[src/rtl/ps2_pkg.sv]
// Shared types and helpers for the PS/2 keyboard receiver.
// Frame states, scancode constants, event bundle, hex decoder.
package ps2_pkg;

  typedef enum logic [1:0] {
    ST_IDLE,
    ST_DATA,
    ST_PARITY,
    ST_STOP
  } frame_state_e;

  localparam logic [7:0] SC_EXT    = 8'hE0;
  localparam logic [7:0] SC_BREAK  = 8'hF0;
  localparam logic [7:0] SC_LSHIFT = 8'h12;
  localparam logic [7:0] SC_RSHIFT = 8'h59;

  typedef struct packed {
    logic       ext;
    logic       brk;
    logic [7:0] code;
  } ps2_event_t;

  // Active-high {g,f,e,d,c,b,a} pattern for one hex nibble.
  function automatic logic [6:0] hex_to_seg(input logic [3:0] h);
    logic [6:0] s;
    unique case (h)
      4'h0: s = 7'h3F;
      4'h1: s = 7'h06;
      4'h2: s = 7'h5B;
      4'h3: s = 7'h4F;
      4'h4: s = 7'h66;
      4'h5: s = 7'h6D;
      4'h6: s = 7'h7D;
      4'h7: s = 7'h07;
      4'h8: s = 7'h7F;
      4'h9: s = 7'h6F;
      4'hA: s = 7'h77;
      4'hB: s = 7'h7C;
      4'hC: s = 7'h39;
      4'hD: s = 7'h5E;
      4'hE: s = 7'h79;
      4'hF: s = 7'h71;
      default: s = 7'h00;
    endcase
    return s;
  endfunction

endpackage

[src/rtl/ps2_frame_rx.sv]
// PS/2 frame receiver: pin sync, clock glitch filter,
// 11-bit deframer with parity/stop checks and inter-edge timeout.
module ps2_frame_rx
  import ps2_pkg::*;
#(
  parameter int CLK_HZ     = 50_000_000,
  parameter int TIMEOUT_US = 200,
  parameter int FILTER_LEN = 8
) (
  input  logic       clk_i,
  input  logic       rst_i,
  input  logic       ps2_clk_i,
  input  logic       ps2_dat_i,
  output logic [7:0] data_o,
  output logic       data_valid_o,
  output logic       err_parity_o,
  output logic       err_frame_o
);

  localparam int TO_MAX = (CLK_HZ / 1_000_000) * TIMEOUT_US;
  localparam int TOW    = $clog2(TO_MAX + 1);
  localparam int FW     = $clog2(FILTER_LEN + 1);

  logic          clk_s1_q, clk_s2_q;
  logic          dat_s1_q, dat_s2_q;
  logic          flt_q;
  logic [FW-1:0] flt_cnt_q;
  logic          flt_chg;
  logic          fall;

  frame_state_e   state_q;
  logic [2:0]     bit_cnt_q;
  logic [7:0]     sh_q;
  logic           par_q;
  logic [TOW-1:0] to_cnt_q;
  logic [7:0]     data_q;
  logic           dv_q, ep_q, ef_q;

  assign flt_chg = (clk_s2_q != flt_q) &&
                   (flt_cnt_q == FW'(FILTER_LEN - 1));
  assign fall    = flt_chg && flt_q;

  // Two-flop sync on both pins; clock level accepted after a stable run.
  always_ff @(posedge clk_i) begin
    if (rst_i) begin
      clk_s1_q  <= 1'b1;
      clk_s2_q  <= 1'b1;
      dat_s1_q  <= 1'b1;
      dat_s2_q  <= 1'b1;
      flt_q     <= 1'b1;
      flt_cnt_q <= '0;
    end else begin
      clk_s1_q <= ps2_clk_i;
      clk_s2_q <= clk_s1_q;
      dat_s1_q <= ps2_dat_i;
      dat_s2_q <= dat_s1_q;
      if (clk_s2_q == flt_q) begin
        flt_cnt_q <= '0;
      end else if (flt_chg) begin
        flt_q     <= clk_s2_q;
        flt_cnt_q <= '0;
      end else begin
        flt_cnt_q <= flt_cnt_q + 1'b1;
      end
    end
  end

  // Frame FSM sampling data on filtered falling edges, plus timeout.
  always_ff @(posedge clk_i) begin
    if (rst_i) begin
      state_q   <= ST_IDLE;
      bit_cnt_q <= '0;
      sh_q      <= '0;
      par_q     <= 1'b0;
      to_cnt_q  <= '0;
      data_q    <= '0;
      dv_q      <= 1'b0;
      ep_q      <= 1'b0;
      ef_q      <= 1'b0;
    end else begin
      dv_q <= 1'b0;
      ep_q <= 1'b0;
      ef_q <= 1'b0;
      if (flt_chg || state_q == ST_IDLE) begin
        to_cnt_q <= '0;
      end else if (to_cnt_q == TOW'(TO_MAX - 1)) begin
        to_cnt_q <= '0;
        ef_q     <= 1'b1;
        state_q  <= ST_IDLE;
      end else begin
        to_cnt_q <= to_cnt_q + 1'b1;
      end
      if (fall) begin
        unique case (state_q)
          ST_IDLE: begin
            if (!dat_s2_q) begin
              state_q   <= ST_DATA;
              bit_cnt_q <= '0;
            end
          end
          ST_DATA: begin
            sh_q <= {dat_s2_q, sh_q[7:1]};
            if (bit_cnt_q == 3'd7) state_q <= ST_PARITY;
            bit_cnt_q <= bit_cnt_q + 1'b1;
          end
          ST_PARITY: begin
            par_q   <= dat_s2_q;
            state_q <= ST_STOP;
          end
          ST_STOP: begin
            if (!dat_s2_q) begin
              ef_q <= 1'b1;
            end else if (^{sh_q, par_q}) begin
              dv_q   <= 1'b1;
              data_q <= sh_q;
            end else begin
              ep_q <= 1'b1;
            end
            state_q <= ST_IDLE;
          end
          default: state_q <= ST_IDLE;
        endcase
      end
    end
  end

  assign data_o       = data_q;
  assign data_valid_o = dv_q;
  assign err_parity_o = ep_q;
  assign err_frame_o  = ef_q;

endmodule

[src/rtl/ps2_keyboard_rx.sv]
// PS/2 keyboard receiver top: prefix decode, shift tracking,
// FWFT event FIFO and hex 7-seg history of recent make codes.
module ps2_keyboard_rx
  import ps2_pkg::*;
#(
  parameter int CLK_HZ         = 50_000_000,
  parameter int FIFO_DEPTH     = 8,
  parameter int NUM_DIGITS     = 6,
  parameter int TIMEOUT_US     = 200,
  parameter int FILTER_LEN     = 8,
  parameter int SEG_ACTIVE_LOW = 1
) (
  input  logic                               clk,
  input  logic                               rst,
  input  logic                               PS2Clk,
  input  logic                               datai,
  output logic                               key_valid,
  input  logic                               key_ready,
  output logic [7:0]                         key_code,
  output logic                               key_ext,
  output logic                               key_break,
  output logic [$clog2(FIFO_DEPTH+1)-1:0]    fifo_count,
  output logic                               shift,
  output logic                               err_parity,
  output logic                               err_frame,
  output logic                               overflow,
  output logic [NUM_DIGITS*7-1:0]            seg
);

  localparam int AW   = $clog2(FIFO_DEPTH);
  localparam int CW   = $clog2(FIFO_DEPTH + 1);
  localparam int NH   = NUM_DIGITS / 2;
  localparam logic [6:0] INV = (SEG_ACTIVE_LOW != 0) ? 7'h7F : 7'h00;

  logic [7:0] rx_data;
  logic       rx_valid, rx_ep, rx_ef;

  ps2_frame_rx #(
    .CLK_HZ     (CLK_HZ),
    .TIMEOUT_US (TIMEOUT_US),
    .FILTER_LEN (FILTER_LEN)
  ) u_frame (
    .clk_i        (clk),
    .rst_i        (rst),
    .ps2_clk_i    (PS2Clk),
    .ps2_dat_i    (datai),
    .data_o       (rx_data),
    .data_valid_o (rx_valid),
    .err_parity_o (rx_ep),
    .err_frame_o  (rx_ef)
  );

  logic       ext_q, brk_q;
  ps2_event_t ev_q;
  logic       ev_valid_q;
  logic       shl_q, shr_q;

  // Fold E0/F0 prefixes into flags; any other byte closes an event.
  always_ff @(posedge clk) begin
    if (rst) begin
      ext_q      <= 1'b0;
      brk_q      <= 1'b0;
      ev_q       <= '0;
      ev_valid_q <= 1'b0;
    end else begin
      ev_valid_q <= 1'b0;
      if (rx_ep || rx_ef) begin
        ext_q <= 1'b0;
        brk_q <= 1'b0;
      end else if (rx_valid) begin
        unique case (1'b1)
          (rx_data == SC_EXT):   ext_q <= 1'b1;
          (rx_data == SC_BREAK): brk_q <= 1'b1;
          default: begin
            ev_q       <= '{ext: ext_q, brk: brk_q, code: rx_data};
            ev_valid_q <= 1'b1;
            ext_q      <= 1'b0;
            brk_q      <= 1'b0;
          end
        endcase
      end
    end
  end

  // Left/right shift state follows non-extended shift events.
  always_ff @(posedge clk) begin
    if (rst) begin
      shl_q <= 1'b0;
      shr_q <= 1'b0;
    end else if (ev_valid_q && !ev_q.ext) begin
      if (ev_q.code == SC_LSHIFT) shl_q <= !ev_q.brk;
      if (ev_q.code == SC_RSHIFT) shr_q <= !ev_q.brk;
    end
  end

  assign shift = shl_q | shr_q;

  ps2_event_t        mem_q [FIFO_DEPTH];
  logic [AW-1:0]     wr_q, rd_q;
  logic [CW-1:0]     cnt_q;
  logic              ovf_q;
  logic              full, empty, do_push, do_pop;
  ps2_event_t        head;

  assign empty   = (cnt_q == '0);
  assign full    = (cnt_q == CW'(FIFO_DEPTH));
  assign do_pop  = key_ready && !empty;
  assign do_push = ev_valid_q && (!full || do_pop);

  // Event storage; contents only matter where the count says so.
  always_ff @(posedge clk) begin
    if (do_push) mem_q[wr_q] <= ev_q;
  end

  // FIFO pointers, occupancy and sticky drop flag.
  always_ff @(posedge clk) begin
    if (rst) begin
      wr_q  <= '0;
      rd_q  <= '0;
      cnt_q <= '0;
      ovf_q <= 1'b0;
    end else begin
      if (do_push) wr_q <= wr_q + 1'b1;
      if (do_pop)  rd_q <= rd_q + 1'b1;
      case ({do_push, do_pop})
        2'b10:   cnt_q <= cnt_q + 1'b1;
        2'b01:   cnt_q <= cnt_q - 1'b1;
        default: cnt_q <= cnt_q;
      endcase
      if (ev_valid_q && full && !do_pop) ovf_q <= 1'b1;
    end
  end

  assign head       = mem_q[rd_q];
  assign key_valid  = !empty;
  assign key_code   = empty ? 8'h00 : head.code;
  assign key_ext    = !empty && head.ext;
  assign key_break  = !empty && head.brk;
  assign fifo_count = cnt_q;
  assign overflow   = ovf_q;
  assign err_parity = rx_ep;
  assign err_frame  = rx_ef;

  logic [7:0] hist_q [NH];
  logic [NH-1:0] hv_q;

  // Make events push the display history up by one byte.
  always_ff @(posedge clk) begin
    if (rst) begin
      for (int i = 0; i < NH; i++) hist_q[i] <= '0;
      hv_q <= '0;
    end else if (ev_valid_q && !ev_q.brk) begin
      for (int i = NH - 1; i > 0; i--) hist_q[i] <= hist_q[i-1];
      hist_q[0] <= ev_q.code;
      hv_q      <= {hv_q[NH-2:0], 1'b1};
    end
  end

  for (genvar i = 0; i < NUM_DIGITS; i++) begin : g_dig
    logic [3:0] nib;
    logic [6:0] raw;
    assign nib = (i % 2 == 1) ? hist_q[i/2][7:4] : hist_q[i/2][3:0];
    assign raw = hv_q[i/2] ? hex_to_seg(nib) : 7'h00;
    assign seg[7*i +: 7] = raw ^ INV;
  end

endmodule

[config.mk]
export PLATFORM = sky130hd
export DESIGN_NAME = ps2_keyboard_rx
export DESIGN_NICKNAME = d
export VERILOG_FILES = /design/src/rtl/ps2_pkg.sv /design/src/rtl/ps2_frame_rx.sv /design/src/rtl/ps2_keyboard_rx.sv
export SDC_FILE = /design/constraint.sdc
export NUM_CORES = 1
export LEC_CHECK = 0
export ABC_AREA = 1
export CAP_MARGIN = 20
export CORE_MARGIN = 5
export CORE_UTILIZATION = 53
export DETAILED_ROUTE_END_ITERATION = 8
export PLACE_DENSITY = 0.73
export SYNTH_ARGS = -nofsm -noshare
export SYNTH_HDL_FRONTEND = slang
export SYNTH_SLANG_ARGS = --single-unit
[constraint.sdc]
create_clock -name clk -period 2.7 [get_ports clk]
set_input_delay 0.27 -clock clk [delete_from_list [all_inputs] [get_ports clk]]
set_output_delay 0.27 -clock clk [all_outputs]
set_load 0.05 [all_outputs]
After elaboration in Yosys (flattened, before gate mapping)
Memories as Yosys holds them, arrays and structs flattened. A register that Yosys moved wholly into a read port is not among the register bits.
Cells that the tools add are included.
- latch bits: 0
- bits in registers: 77
- output and inout bits: 61
- memories kept: 8
- ROM bits: 672
- input bits: 5
- RAM bits: 104
- word-level logic and storage cells: 155
- multiplexer cells: 38
- reduce and logical (&&, ||, !) cells: 39
- bitwise logic cells: 19
- add/sub/neg operators: 7
- $mul: 0
- eq/ne operators: 16
- shift operators: 0
- divide/modulo/power cells: 0
- order comparisons: 0
- memory list (name ; depth ; width ; rd ports ; clocked after memory_dff ; wr ports ; RTL line ; source):
    (name not given) ; 16 ; 7 ; 1 ; 0 ; 0 ; ps2_pkg.sv:26 ; unique case (h)
    (name not given) ; 16 ; 7 ; 1 ; 0 ; 0 ; ps2_pkg.sv:26 ;
    (name not given) ; 16 ; 7 ; 1 ; 0 ; 0 ; ps2_pkg.sv:26 ;
    (name not given) ; 16 ; 7 ; 1 ; 0 ; 0 ; ps2_pkg.sv:26 ;
    (name not given) ; 16 ; 7 ; 1 ; 0 ; 0 ; ps2_pkg.sv:26 ;
    (name not given) ; 16 ; 7 ; 1 ; 0 ; 0 ; ps2_pkg.sv:26 ;
    2 more memories ; - ; - ; - ; - ; - ; - ;
- operators with widths (operator ; number):
    $mux W7 ; 6
    $not A7 Y7 ; 6
    $mux W8 ; 4
    $eq A8 B8 Y1 const B ; 2
    $mux W1 ; 15
    $add A14 B1 Y14 const B ; 1
    $eq A14 B14 Y1 const B ; 1
    $reduce_and A2 Y1 ; 7
    $logic_and A1 B1 Y1 ; 10
    $mux W2 ; 5
    $add A3 B1 Y3 const B ; 3
    $mux W3 ; 3
    $not A1 Y1 ; 9
    $reduce_or A3 Y1 ; 3
    $reduce_xor A9 Y1 ; 1
    $add A4 B1 Y4 const B ; 2
    $eq A8 B5 Y1 const B ; 1
    $eq A8 B7 Y1 const B ; 1
    $pmux W2 S4 ; 1
    $pmux W4 S2 ; 1
    $eq A2 B2 Y1 const B ; 3
    $pmux W3 S2 ; 1
    $reduce_and A3 Y1 ; 2
    $logic_not A1 Y1 ; 5
    other kinds (17) ; 26

Longest topological paths before layout
Gate-level depths: netlist of the first run.
- depth in word-level cells: 7
- depth in mapped cells: 14
- mapped depth without buffers: 14

Cells and area by module
Synthesis of the first run repeated with hierarchy kept, for this count alone.
- cell total of the unflattened synthesis: 1055
- area, all modules: 9238.9 um^2
- by module, submodules not included (module ; cells each ; area each (um^2) ; sequential area each (um^2) ; times used):
    ps2_keyboard_rx ; 742 ; 6947.9 ; 3763.6 ; 1
    ps2_frame_rx ; 313 ; 2290.9 ; 960.9 ; 1

Least setup slack after synthesis of the first run
OpenSTA, ideal clock, no wires.
- path kind: register -> output
- start point: memory hist_q[0][5]
- end point: output seg[11]
- setup slack: -207 ps
- path buffers: 0
- required time: 2430 ps
- stages on the path, launching flop included: 5
- arrival: 2637 ps
- cells stage by stage: edfxtp_1 > inv_1 > ha_1 > inv_1 > o311ai_0
- RTL lines (item ; RTL line ; source):
    start: declaration ; ps2_keyboard_rx.sv:144 ; logic [7:0] hist_q [NH];
    end: declaration ; ps2_keyboard_rx.sv:27 ; output logic [NUM_DIGITS*7-1:0] seg

==> results of run 1 <==
[layout make-up]
type	instances	area, sq um	area share
multi-input combinational	654	3590	0.346
clock buffer	21	450	0.0434
sequential	184	4720	0.455
inverter	117	439	0.0423
tap	220	275	0.0265
clock inverter	11	116	0.0112
timing repair buffer	82	779	0.0751
[worst paths after layout]
path,cells past startpoint,start,endpoint
worst min register to register,1,u_frame.dat_s1_q,u_frame.dat_s2_q
worst max-delay path,5,hist_q[0][12],seg[22]
worst min-delay path,2,PS2Clk,u_frame.clk_s1_q
worst max register to register,13,fifo_count[0],fifo_count[3]
[flip-flops by register name (all words and copies together), names as in the netlist, 2 cells and up, named ones only]
| name | cells |
|---|---|
| fifo_count | 4 |
| u_frame.data_o | 8 |
| ev_q | 10 |
| mem_q | 80 |
| wr_q | 3 |
| u_frame.bit_cnt_q | 3 |
| u_frame.sh_q | 8 |
| hv_q | 3 |
| u_frame.state_q | 2 |
| rd_q | 3 |
| u_frame.to_cnt_q | 14 |
| hist_q | 24 |
| u_frame.flt_cnt_q | 4 |
[metrics by stage]
stage	utilization	worst slack, ns	cell area, sq um	cells	hold WS, ns
after floorplan	-	0.0250	8920	995	0.374
after global placement	0.594	0.334	9780	1257	0.392
after detailed placement	0.594	0.219	9780	1257	0.397
after CTS	0.627	0.00608	10300	1289	0.386
after global routing	0.630	0.00395	10400	1289	0.397
final	0.630	0.102	10400	1289	0.400
[kinds of logic after synthesis]
logic type               synth area share
adder cells (fa/ha/maj)            0.0573
XOR/XNOR                          0.00791
flip-flops                          0.533
AO/OA/AOI/OAI                       0.146
buffers and inverters              0.0688
AND/OR/NAND/NOR                     0.187
[cell usage after synthesis (10+ instances only)]
cell type,number
dfxtp_1,80
nand3_1,49
clkbuf_1,28
o211ai_1,21
nor2_1,152
or2_2,13
o2111ai_1,12
inv_1,108
a31oi_1,23
nand2_1,135
buf_2,10
o22ai_1,12
a21oi_1,47
edfxtp_1,104
o21ai_0,98
ha_1,39
[critical path: cells and delay by family, from the launching register on]
kind          cells  cell delay [ns]
flops             1             0.41
buf+inv           2             0.97
fa+ha+maj         1             0.33
simple gates      2             0.19
[timing repair]
| item | in CTS | in global routing |
|---|---|---|
| setup endpoints to repair | 13 | 18 |
| hold buffers | 0 | 0 |
| setup buffers | 0 | 0 |
| pin swaps | 0 | 0 |
| gates resized for setup | 13 | 19 |
[power groups by stage]
stage / Sequential (W) / Clock (W) / Combinational [W]
floorplan: 0.00318 / 0 / 0.00117
global placement: 0.00313 / 0 / 0.00166
detailed placement: 0.00314 / 0 / 0.00169
CTS: 0.00307 / 0.00240 / 0.00171
global route: 0.00309 / 0.00252 / 0.00186
finish: 0.00307 / 0.00237 / 0.00169
[layer usage]
| layer | vias to the layer above | GRT usage |
|---|---|---|
| li1 | 3504 | - |
| met1 | 3138 | 0.241 |
| met2 | 127 | 0.345 |
| met3 | 26 | 0.0350 |
| met4 | 0 | 0.0566 |
| met5 | - | 0 |
==> impl_metrics.py, run 1 <==
metrics = {
    "synthesis": {
        "synth-edff-count": 104,
        "avgSynthCellArea_sq_um": 8.91,
        "yosys_warnings": 0,
        "syn-num-nets": 1040,
        "yosysUniqueCellTypes": 38,
        "yosysTopAreaCell": "edfxtp_1",
        "synth_seq_cells": 184,
        "synthTopCellsByArea": "edfxtp_1 35%, dfxtp_1 18%, nor2_1 6.4%",
        "yosys.area.top_type_share": 0.352,
        "synthArstFlopShare": 0,
        "yosys_most_used_dff": "edfxtp_1",
        "synth_cells": 995,
        "synth-seq-area-share": 0.533,
        "syn-cell-area_sq_um": 8860,
    },
    "sta": {
        "finalCritPeriodShare": 0.962,
        "setup-tns-final_ns": 0,
        "min_period_ns": 2.60,
        "setup_violations": 0,
        "timing.fmax_ghz": 0.385,
        "finalClockSkew_ns": 0.0163,
        "rsz0062_at_grt": "false",
        "relSlewSlack": 0.589,
        "tightest_slew_ns": 0.615,
        "maxSlewViolCount": 0,
        "hold_viol": 0,
    },
    "routing": {
        "wl_per_cell_um": 14.5,
        "top_layer_used": "met4",
        "wirelength_mm": 18.8,
        "met2WireLength_mm": 9.60,
        "vias": 6795,
        "wl_met3_um": 810,
        "ant_nets": 0,
        "met1Wirelength_mm": 8.04,
        "firstDrtPassIters": 5,
        "viasPerCell": 5.27,
        "drc": 0,
        "drt-initial-drc-count": 446,
    },
    "power": {
        "power_density_nw_per_um2": 688,
        "pwr-share-comb": 0.236,
        "seqPwrFrac": 0.431,
        "clkPwrFrac": 0.333,
        "power.switching_w": 0.00229,
        "leakage_nw": 4.06,
        "switching_share": 0.321,
        "power_w": 0.00713,
        "intPower_w": 0.00485,
        "irDropWorstVdd_uv": 445,
    },
    "clock_network": {
        "cts_tree": "done",
        "clkSinkCount": 184,
        "cts-root-buf": "clkbuf_16",
        "cts_made_buffers": 17,
        "h-tree-depth": 4,
        "cts_buffer_depth": 2,
        "clock_latency_ns": 0.44,
        "path_clk_slew_ns": 0.07,
    },
    "critical_path": {
        "path_cells": "inv_1 > ha_1 > nand3_1 > nand3_1 > clkdlybuf4s50_1",
        "rrSetupSlack_ns": 0.38,
        "crit_fanout": 5,
        "cp_slowest_stage_delay_ns": 0.84,
        "cp-end-kind": "primary output",
        "critPathSlowestCell": "clkdlybuf4s50_1",
        "cp.required_ns": 2.43,
        "startpoint_type": "register",
        "crit_top_cell": "nand3_1",
        "critPathKind": "reg -> out",
        "cp_data_arrival_time_ns": 2.33,
    },
    "die": {
        "start_util": 0.538,
        "coreArea_sq_um": 16500,
        "dieArea_sq_um": 19400,
        "die_height_um": 139,
        "num_rows": 47,
        "ios": 66,
        "die_w_um": 139,
    },
    "global_routing": {
        "grt_overflow": 0,
        "antenna_found_initial": 0,
        "grt_pass1_vias": 6390,
        "grt_max_degree": 41,
        "grt_usage": 0.194,
        "grt_pass1_wl_mm": 30.9,
    },
    "placement": {
        "dpl.hpwl_mm": 12.7,
        "io_buffers": 65,
        "gp_congestion": 0.851,
    },
    "layout": {
        "fill_cells": 1380,
        "drive_above_1_share": 0.0964,
        "area_delta_synth_final_pct": 17.1,
        "final_nets": 1101,
        "final_common_cell": "nor2_1",
        "diodes": 0,
        "layout_common_cells": "152 x nor2_1, 134 x nand2_1, 108 x inv_1, 104 x edfxtp_1, 96 x o21ai_0",
    },
    "status": {
        "outcome": "finished clean",
    },
    "worst_hold_path": {
        "min_path_type": "in -> reg",
    },
    "run": {
        "maxCapViolCount": 0,
    },
}
(Power assumes the default switching activity.)
==> run 2, diff against run 1 <==
- CAP_MARGIN: 20 -> default
- CORE_ASPECT_RATIO: default -> 0.9
- clock period: 2.7 -> 2.26 ns (I/O delays scaled with it)
==> run 2 against run 1 <==
  * Clock skew shrank 0.0087 ns
  * Count of clock-buffer cells in the layout shrank 3
  * Global-route usage shrank 0.30 points
  * Largest cell class unchanged
  * Highest routed layer unchanged
==> impl_metrics.py, run 2 (synthesized netlist as in run 1, its figures left out) <==
metrics = {
    "sta": {
        "timing.fmax_ghz": 0.458,
        "hold_viol": 0,
        "finalCritPeriodShare": 0.967,
        "tightest_slew_ns": 0.582,
        "fin_ws_ns": 0.0750,
        "setup_violations": 0,
        "maxSlewViolCount": 0,
        "finalClockSkew_ns": 0.00762,
        "min_period_ns": 2.19,
        "rsz0062_at_grt": "false",
        "relSlewSlack": 0.611,
    },
    "layout": {
        "layout_common_cells": "152 x nor2_1, 135 x nand2_1, 107 x inv_1, 104 x edfxtp_1, 96 x o21ai_0",
        "area_delta_synth_final_pct": 19.4,
        "top_register": "mem_q",
        "diodes": 0,
        "top_regs": "mem_q (80), hist_q (24), u_frame.to_cnt_q (14)",
        "seq_area_sq_um": 4730,
        "fill_cells": 1262,
        "final_common_cell": "nor2_1",
        "final_area_sq_um": 10600,
        "multi_input_area_sq_um": 3620,
        "largest_register_ffs": 80,
        "drive_above_1_share": 0.158,
        "final_nets": 1114,
    },
    "clock_network": {
        "cts-root-buf": "clkbuf_16",
        "cts_tree": "done",
        "cts_hold_buf": 0,
        "clock_latency_ns": 0.43,
        "h-tree-depth": 4,
        "path_clk_slew_ns": 0.06,
        "cts_made_buffers": 17,
        "clkSinkCount": 184,
        "cts_buffer_depth": 2,
    },
    "placement": {
        "gp_congestion": 0.878,
        "placed_area_sq_um": 9900,
        "place_ws_ns": -0.0357,
        "io_buffers": 65,
        "dpl.hpwl_mm": 12.7,
    },
    "routing": {
        "viasPerCell": 5.29,
        "vias": 6820,
        "ant_nets": 0,
        "drt-initial-drc-count": 544,
        "wirelength_mm": 18.4,
        "met1Wirelength_mm": 8.49,
        "met2WireLength_mm": 8.85,
        "top_layer_used": "met4",
        "drc": 0,
        "wl_met3_um": 790,
        "wl_per_cell_um": 14.3,
        "firstDrtPassIters": 7,
    },
    "critical_path": {
        "cp_num_cells": 5,
        "cp_data_arrival_time_ns": 1.96,
        "critPathKind": "reg -> out",
        "critPathTopFamily": "flip-flops",
        "crit_top_cell": "o211ai_1",
        "crit_buf_inv": 1,
        "path_cells": "ha_1 > or2_2 > o211ai_1 > o211ai_1 > buf_4",
        "cp.required_ns": 2.03,
        "critPathSlowestCell": "edfxtp_1",
        "cp-end-kind": "primary output",
        "startpoint_type": "register",
        "cp_slowest_stage_delay_ns": 0.46,
        "rr_worst_depth": 13,
        "crit_fanout": 5,
    },
    "die": {
        "num_rows": 44,
        "start_util": 0.544,
        "coreArea_sq_um": 16300,
        "dieArea_sq_um": 19400,
        "ios": 66,
        "die_w_um": 146,
        "die_height_um": 133,
    },
    "power": {
        "seqPwrFrac": 0.423,
        "power.switching_w": 0.00275,
        "switching_share": 0.312,
        "power_density_nw_per_um2": 831,
        "irDropWorstVdd_uv": 598,
        "intPower_w": 0.00605,
        "clkPwrFrac": 0.341,
        "pwr-share-comb": 0.236,
        "leakage_nw": 4.23,
    },
    "global_routing": {
        "grt_usage": 0.191,
        "grt_pass1_vias": 6332,
        "grt_overflow": 0,
        "antenna_found_initial": 0,
        "grt_max_degree": 28,
        "grt_pass1_wl_mm": 30.6,
    },
    "worst_hold_path": {
        "hold_path_depth": 2,
        "min_path_type": "in -> reg",
    },
    "run": {
        "maxCapViolCount": 0,
    },
    "status": {
        "outcome": "finished clean",
    },
}
run 2: power groups by stage:
stage	clock network (W)	logic (W)	registers (W)
finish	0.00300	0.00208	0.00372
global route	0.00320	0.00230	0.00374
CTS	0.00305	0.00204	0.00369
detailed placement	0	0.00202	0.00376
global placement	0	0.00200	0.00375
floorplan	0	0.00140	0.00381
run 2: path summary, 6_finish.rpt:
check | start | slack, ns | end
setup / recovery | hist_q[0][4] | 0.07 | seg[13]
hold / removal | datai | 0.36 | u_frame.dat_s1_q
setup reg to reg | fifo_count[0] | 0.21 | fifo_count[3]
hold reg to reg | u_frame.dat_s1_q | 0.42 | u_frame.dat_s2_q
run 2: timing repair:
action	CTS	global route
cloned	0	2
resized for setup	2	12
buffers inserted	0	4
endpoints found under the setup margin	11	12
pin swaps	0	0
run 2: final cells by class:
type | count | share of cell area
multi-input combinational | 654 | 0.342
timing repair inverter | 2 | 0.00118
inverter | 117 | 0.0421
sequential | 184 | 0.447
clock inverter | 14 | 0.0164
clock buffer | 18 | 0.0406
tap | 207 | 0.0245
timing repair buffer | 93 | 0.0858
run 2: layer usage:
| layer | vias up | track usage |
|---|---|---|
| li1 | 3534 | - |
| met1 | 3133 | 0.249 |
| met2 | 131 | 0.320 |
| met3 | 22 | 0.0448 |
| met4 | 0 | 0.0543 |
| met5 | - | 0 |
run 2: metrics by stage:
step / hold slack (ns) / instances / setup TNS [ns] / total power, W / utilization
after floorplan: 0.330 / 995 / -0.00556 / 0.00520 / -
after global placement: 0.391 / 1251 / 0 / 0.00575 / 0.608
after detailed placement: 0.412 / 1251 / -0.0357 / 0.00578 / 0.608
after CTS: 0.357 / 1283 / 0 / 0.00878 / 0.645
after global routing: 0.363 / 1289 / 0 / 0.00924 / 0.649
final: 0.364 / 1289 / 0 / 0.00880 / 0.649
run 2: worst reg2reg max path: stages (launching register included):
cell	delay [ns]
dfxtp_2	0.34
nor2_1	0.14
nand3_1	0.10
nand2_1	0.09
nand4_1	0.10
nand2_1	0.11
ha_2	0.22
ha_1	0.28
nand2_1	0.08
nand2_1	0.06
o21ai_1	0.14
nand3_1	0.09
o21ai_0	0.15
a21oi_1	0.06
==> run 3, diff against run 2 <==
- CTS_CLUSTER_DIAMETER: default -> 100
==> results of run 3 <==
No change in the layout: final DEF, timing and power equal those of run 2.
